`src/rtl/alu_sub.sv`:
```
// alu_sub: registered subtractor slice of the lab ALU.
// Computes S = A - B with wrap, unsigned-saturate or signed-saturate result
// selection. borrow/ovf describe the raw subtraction; zero/neg describe the
// final registered S. One-cycle latency, one result per cycle, no stall.
module alu_sub #(
  parameter int WIDTH = 8
) (
  input  logic             clk,
  input  logic             rst,
  input  logic             in_valid,
  input  logic [1:0]       mode,
  input  logic [WIDTH-1:0] A,
  input  logic [WIDTH-1:0] B,
  output logic [WIDTH-1:0] S,
  output logic             out_valid,
  output logic             borrow,
  output logic             zero,
  output logic             neg,
  output logic             ovf
);

  localparam logic [1:0] MODE_WRAP  = 2'b00;
  localparam logic [1:0] MODE_USAT  = 2'b01;
  localparam logic [1:0] MODE_SSAT  = 2'b10;
  localparam logic [1:0] MODE_WRAP2 = 2'b11;

  // Largest positive two's-complement value: 0 followed by all ones.
  function automatic logic [WIDTH-1:0] signed_max();
    logic [WIDTH-1:0] v;
    v            = {WIDTH{1'b1}};
    v[WIDTH-1]   = 1'b0;
    return v;
  endfunction

  // Most negative two's-complement value: 1 followed by all zeros.
  function automatic logic [WIDTH-1:0] signed_min();
    logic [WIDTH-1:0] v;
    v            = {WIDTH{1'b0}};
    v[WIDTH-1]   = 1'b1;
    return v;
  endfunction

  // Two's-complement overflow of a - b given the raw difference msb.
  function automatic logic sub_overflow(input logic a_msb, input logic b_msb,
                                        input logic d_msb);
    return (a_msb != b_msb) && (d_msb != a_msb);
  endfunction

  logic [WIDTH:0]   diff_s;
  logic             borrow_s;
  logic             ovf_s;
  logic [WIDTH-1:0] result_s;

  logic [WIDTH-1:0] s_r;
  logic             out_valid_r;
  logic             borrow_r;
  logic             zero_r;
  logic             neg_r;
  logic             ovf_r;

  // Raw difference A + ~B + 1 with carry-out; derive raw borrow and overflow.
  always_comb begin
    diff_s   = {1'b0, A} + {1'b0, ~B} + {{WIDTH{1'b0}}, 1'b1};
    borrow_s = ~diff_s[WIDTH];
    ovf_s    = sub_overflow(A[WIDTH-1], B[WIDTH-1], diff_s[WIDTH-1]);
  end

  // Select wrapped or saturated result according to mode.
  always_comb begin
    result_s = diff_s[WIDTH-1:0];
    case (mode)
      MODE_WRAP, MODE_WRAP2: begin
        result_s = diff_s[WIDTH-1:0];
      end
      MODE_USAT: begin
        if (borrow_s) begin
          result_s = {WIDTH{1'b0}};
        end else begin
          result_s = diff_s[WIDTH-1:0];
        end
      end
      MODE_SSAT: begin
        if (ovf_s) begin
          // Clamp toward the sign of the minuend.
          if (A[WIDTH-1]) begin
            result_s = signed_min();
          end else begin
            result_s = signed_max();
          end
        end else begin
          result_s = diff_s[WIDTH-1:0];
        end
      end
      default: begin
        result_s = diff_s[WIDTH-1:0];
      end
    endcase
  end

  // Output register: load on valid, hold result and flags otherwise.
  always_ff @(posedge clk) begin
    if (rst) begin
      s_r         <= {WIDTH{1'b0}};
      out_valid_r <= 1'b0;
      borrow_r    <= 1'b0;
      zero_r      <= 1'b0;
      neg_r       <= 1'b0;
      ovf_r       <= 1'b0;
    end else if (in_valid) begin
      s_r         <= result_s;
      out_valid_r <= 1'b1;
      borrow_r    <= borrow_s;
      zero_r      <= (result_s == {WIDTH{1'b0}});
      neg_r       <= result_s[WIDTH-1];
      ovf_r       <= ovf_s;
    end else begin
      s_r         <= s_r;
      out_valid_r <= 1'b0;
      borrow_r    <= borrow_r;
      zero_r      <= zero_r;
      neg_r       <= neg_r;
      ovf_r       <= ovf_r;
    end
  end

  assign S         = s_r;
  assign out_valid = out_valid_r;
  assign borrow    = borrow_r;
  assign zero      = zero_r;
  assign neg       = neg_r;
  assign ovf       = ovf_r;

endmodule

```
`config.mk`:
```
export PLATFORM = sky130hd
export DESIGN_NAME = alu_sub
export DESIGN_NICKNAME = d
export VERILOG_FILES = /design/src/rtl/alu_sub.sv
export SDC_FILE = /design/constraint.sdc
export NUM_CORES = 1
export LEC_CHECK = 0
export ABC_AREA = 1
export CAP_MARGIN = 20
export CORE_ASPECT_RATIO = 0.9
export CORE_MARGIN = 5
export CORE_UTILIZATION = 45
export DETAILED_ROUTE_END_ITERATION = 12
export GPL_TIMING_DRIVEN = 1
export PLACE_DENSITY = 0.78
export SYNTH_ARGS = -nofsm -noshare
export SYNTH_HDL_FRONTEND = slang
export SYNTH_SLANG_ARGS = --single-unit
export TNS_END_PERCENT = 10
```
`constraint.sdc`:
```
create_clock -name clk -period 3.9 [get_ports clk]
set_input_delay 0.585 -clock clk [delete_from_list [all_inputs] [get_ports clk]]
set_output_delay 0.585 -clock clk [all_outputs]
set_load 0.1 [all_outputs]
```
Word-level counts from Yosys, hierarchy flattened. Index checks and enable logic that the tools add are counted.

Register bits after elaboration: 13. Latch bits: 0. RAM bits: 0. Bits in read-only memories: 0. Bits of input ports: 21. Output and inout port bits: 13. Memories kept: 0.

Add/subtract/negate cells: 2. Multiply operators: 0. Div/mod/pow operators: 0. Order comparisons: 0. Equality and inequality tests: 5. Shift-type cells: 0. Muxes and demuxes: 5. Bitwise logic cells: 2. Reduce and logical (&&, ||, !) cells: 4.

Operators by type and width (number): 8-bit two-way mux (3); 8-bit one-hot mux with 3 select lines (1); 8-bit by 8-bit adder with 9-bit output (1); 9-bit by 1-bit adder with 9-bit output (second input constant) (1); 8-bit logical NOT (1); 8-bit inverter (1); 2-bit == test (second input constant) (2); 2-bit by 1-bit == test with 1-bit output (second input constant) (1); 2-bit logical NOT (1); 1-bit inequality test (2); 2-bit OR reduction (1); 1-bit logical AND (1); 1-bit two-way mux (1); 1-bit inverter (1).

Longest topological paths before layout.
Word-level depth: 8. Depth in mapped cells: 21.

Least setup slack after synthesis. Ideal clock, no wire load.

Kind: input port to flip-flop. Start point: input port B[2]. End point: register zero_r (netlist: zero). Data arrival time: 2870 ps. Path slack: 963 ps. Stages: 20. Cells stage by stage: inv_1 > ha_1 > nand3_1 > nand2_1 > nand2_1 > a21oi_1 > a21oi_1 > o21bai_1 > fa_1 > inv_1 > nand3b_4 > nand2_2 > inv_1 > nand3_1 > nand3_1 > nand2_1 > nand3_1 > nor2_1 > nand3_1 > a21oi_2.

Cells in the longest elaborated chain, start to end: 8. Elaborated cells between the ends (all ways): 9. Those cells by class: add/sub (2); eq/ne (1); mux (3); bitwise (1); reduce/logical (2).

RTL lines: start: declaration (RTL line 13) `input logic [WIDTH-1:0] B,`; 8-bit inverter (*) (RTL line 63) `diff_s = {1'b0, A} + {1'b0, ~B} + {{WIDTH{1'b0}}, 1'b1};`; 8-bit by 8-bit adder with 9-bit output (*) (RTL line 63); 9-bit by 1-bit adder with 9-bit output (*) (RTL line 63); 1-bit inequality test (RTL line 46) `return (a_msb != b_msb) && (d_msb != a_msb);`; 1-bit logical AND (RTL line 46); 8-bit two-way mux (RTL line 83) `if (ovf_s) begin`; 8-bit one-hot mux with 3 select lines (*) (RTL line 71) `case (mode)`; 8-bit logical NOT (*) (RTL line 113) `zero_r <= (result_s == {WIDTH{1'b0}});`; end signal: assignment (RTL line 113); end signal: assignment (RTL line 120) `zero_r <= zero_r;`; end: declaration (RTL line 57) `logic zero_r;`.

Every way passes the cells marked *; elsewhere a longest branch is shown, timed or not. A chain may end at the register's enable or synchronous reset.

Worst setup path in the final report. Ends and elaborated chain as after synthesis.

==> impl_metrics.env <==
export IMPL_crit_path_start_kind="input port"
export IMPL_slew_headroom_pct=34.28
export IMPL_drt_total_wl_microns=2278
export IMPL_critPathKind="input port to flip-flop"
export IMPL_hpwlAfterDp_microns=1991
export IMPL_pin_count=34
export IMPL_worstPathRequired_ps=4070
export IMPL_clkPwrFrac_pct=20.8
export IMPL_netlist_instances=139
export IMPL_cts_buffer_depth=2
export IMPL_grt_pass1_vias=891
export IMPL_cp_max_fo=4
export IMPL_layout_cells_non_filler=201
export IMPL_cp_end_kind="flip-flop"
export IMPL_met3_usage_pct=3.774
export IMPL_post_drt_wl_per_cell_microns=11.33
export IMPL_cts_resized=0
export IMPL_status="finished, final reports clean"
export IMPL_gp_routability_congestion=0.8539
export IMPL_skew_ps=0
export IMPL_diodes=0
export IMPL_coreArea_sq_um=2142
export IMPL_yosysSeqAreaShare_pct=24.03
export IMPL_met1_usage_pct=18.96
export IMPL_drtAntennaViolNets=0
export IMPL_irDropWorstVdd_v=0.0002818
export IMPL_drc=0
export IMPL_synth_nets=172
export IMPL_rows=16
export IMPL_start_util_pct=46.67
export IMPL_synth_cell_type_count=29
export IMPL_antenna_found_initial=0
export IMPL_p_per_area_nw_per_um2=342.8
export IMPL_yosys_register_bits=12
export IMPL_layout_nets=208
export IMPL_synthesis_area_sq_um=999.7
export IMPL_busiest_layer="met2"
export IMPL_cts_sinks=12
export IMPL_tightestPinTransition_ps=982.7
export IMPL_grt_pass1_wl_microns=3795
export IMPL_fin_setup_tns_ps=0
export IMPL_fp_dieW_microns=59.69
export IMPL_hold_buffers=0
export IMPL_syn2layout_area_growth_pct=38.92
export IMPL_crit_path_max_incr_delay_ps=510
export IMPL_maxSlewViolCount=0
export IMPL_drt_first_pass_iters=4
export IMPL_arrival_ps=3550
export IMPL_drt_iter0_drc=13
export IMPL_grt_setup_unrepaired="no"
export IMPL_grt_overflow_total=0
export IMPL_placed_cells=197
export IMPL_setup_ws_ps=520.4
export IMPL_path_cells="clkdlybuf4s50_1 > inv_1 > ha_1 > a21oi_1 > nand2_1 > nand2_1 > a21oi_1 > a21oi_1 > o21bai_1 > fa_1 > inv_1 > nor3_1 > nand3_1 > nand3_1 > nand2_1 > nand3_1 > nor2_1 > nand3_1 > a21oi_2"
export IMPL_ys_warn_count=0
export IMPL_crit_path_top_delay_cell="fa_1"
export IMPL_clk_latency_ps=270
export IMPL_grt_max_degree=13
export IMPL_viasPerCell=4.930
export IMPL_grtUsageMet2_pct=26.26
export IMPL_hold_class="flip-flop to flip-flop"
export IMPL_grt_util_all_layers_pct=14.86
export IMPL_cts_root_buf="clkbuf_4"
export IMPL_post_route_min_period_ps=3380
export IMPL_chipHeight_microns=54.72
export IMPL_layout_common_cells="33 x clkdlybuf4s50_1, 30 x nand2_1, 25 x inv_1"
export IMPL_htree_levels=1
export IMPL_p_comb_share_pct=50.4
export IMPL_layout_commonest_cell="clkdlybuf4s50_1"
export IMPL_power_switching_uw=207.6
export IMPL_fp_dieArea_sq_um=3266
export IMPL_final_period_utilization_pct=86.66
export IMPL_max_freq_ghz=0.2959
export IMPL_vias=991
export IMPL_port_buffers=33
export IMPL_postCtsSetupRepairBufs=0
export IMPL_internal_power_uw=268.5
export IMPL_cts_tree="built"
export IMPL_finalHoldViolCount=0
export IMPL_swShare_pct=43.60
export IMPL_postSynthAreaPerCell_sq_um=7.192
export IMPL_crit_path_frequent_cell="nand3_1"
export IMPL_setup_viol_count_final=0
export IMPL_cap_violations=0
export IMPL_layout_drive_gt1_share_pct=9.195
export IMPL_place_ws_ps=255.4
export IMPL_leakagePower_uw=0.0006855
export IMPL_p_seq_share_pct=28.9
export IMPL_cts_buffers=3
export IMPL_path_clk_slew_ps=80
## cells in the mapped netlist (all sizes together)
master / n / area share (%)
clkbuf: 1 / 0.38
nand3b: 3 / 3.5
xnor2: 1 / 0.88
nand2: 33 / 14
o21ai: 10 / 5.0
nor2: 7 / 2.9
clkinv: 1 / 0.38
fa: 2 / 4.0
buf: 1 / 0.75
or2: 2 / 1.5
ha: 10 / 13
a31oi: 2 / 1.3
o21bai: 1 / 0.75
o221a: 1 / 1.1
nand3: 14 / 8.8
inv: 25 / 9.4
nor3: 1 / 0.50
xor2: 2 / 1.8
dfxtp: 12 / 24
a21oi: 10 / 6.5
## power by group through the flow
stage | clock (uW) | sequential (uW) | combinational (uW)
after floorplan | 0 | 213 | 104
after global placement | 0 | 140 | 237
after detailed placement | 0 | 140 | 240
after CTS | 100 | 138 | 241
after global routing | 105 | 139 | 259
final | 98.8 | 138 | 240
## worst paths after layout
kind         startpoint  endpoint  slack, ps  cells past startpoint
max reg2reg         ovf       ovf       3220                      1
max                B[2]      zero        520                     19
min                S[4]      S[4]        500                      2
min reg2reg        S[4]      S[4]        500                      2
## flip-flops by register name, summed over array words and instances (netlist names)
register and flops:
zero 1, borrow 1, S 8, ovf 1, out_valid 1
## critical path, delay by kind of cell
kind            cells  cell delay [ps]
simple gates        9             1060
fa+ha+maj           2              830
buf+inv             3              570
compound gates      5              500
## kinds of logic (layout without fill, tap and decap cells)
group	count (synthesis)	count (layout)	synth area share, %
compound gates	24	24	14.64
simple gates	60	60	31.29
fa+ha+maj	12	12	16.52
xor+xnor	3	3	2.629
buf+inv	28	63	10.89
flops	12	12	24.03
## metrics by stage
step	util, %	total power [uW]	instance area (sq um)	hold slack (ps)
3_5_place_dp	63.14	380.6	1353	484.4
3_3_place_gp	63.14	376.5	1353	473.1
4_1_cts	64.84	478.9	1389	499.3
6_report	64.84	476.1	1389	498.9
5_1_grt	64.84	502.6	1389	518.4
2_1_floorplan	-	316.7	999.7	647.4
## metal layers
layer  part of all wire (%)  wire (microns)
met5                      0               0
met4                      0               0
met3                    4.5             103
met2                     51            1160
met1                     45            1014
## cell type report
type,count,area (sq um)
well taps,27,33.78
clock buffers,4,36.28
multi-input cells,99,650.6
fillers,188,753.2
repair buffers,33,330.3
flip-flops and latches,12,240.2
inverters,26,97.59
(Power assumes the default switching activity.)
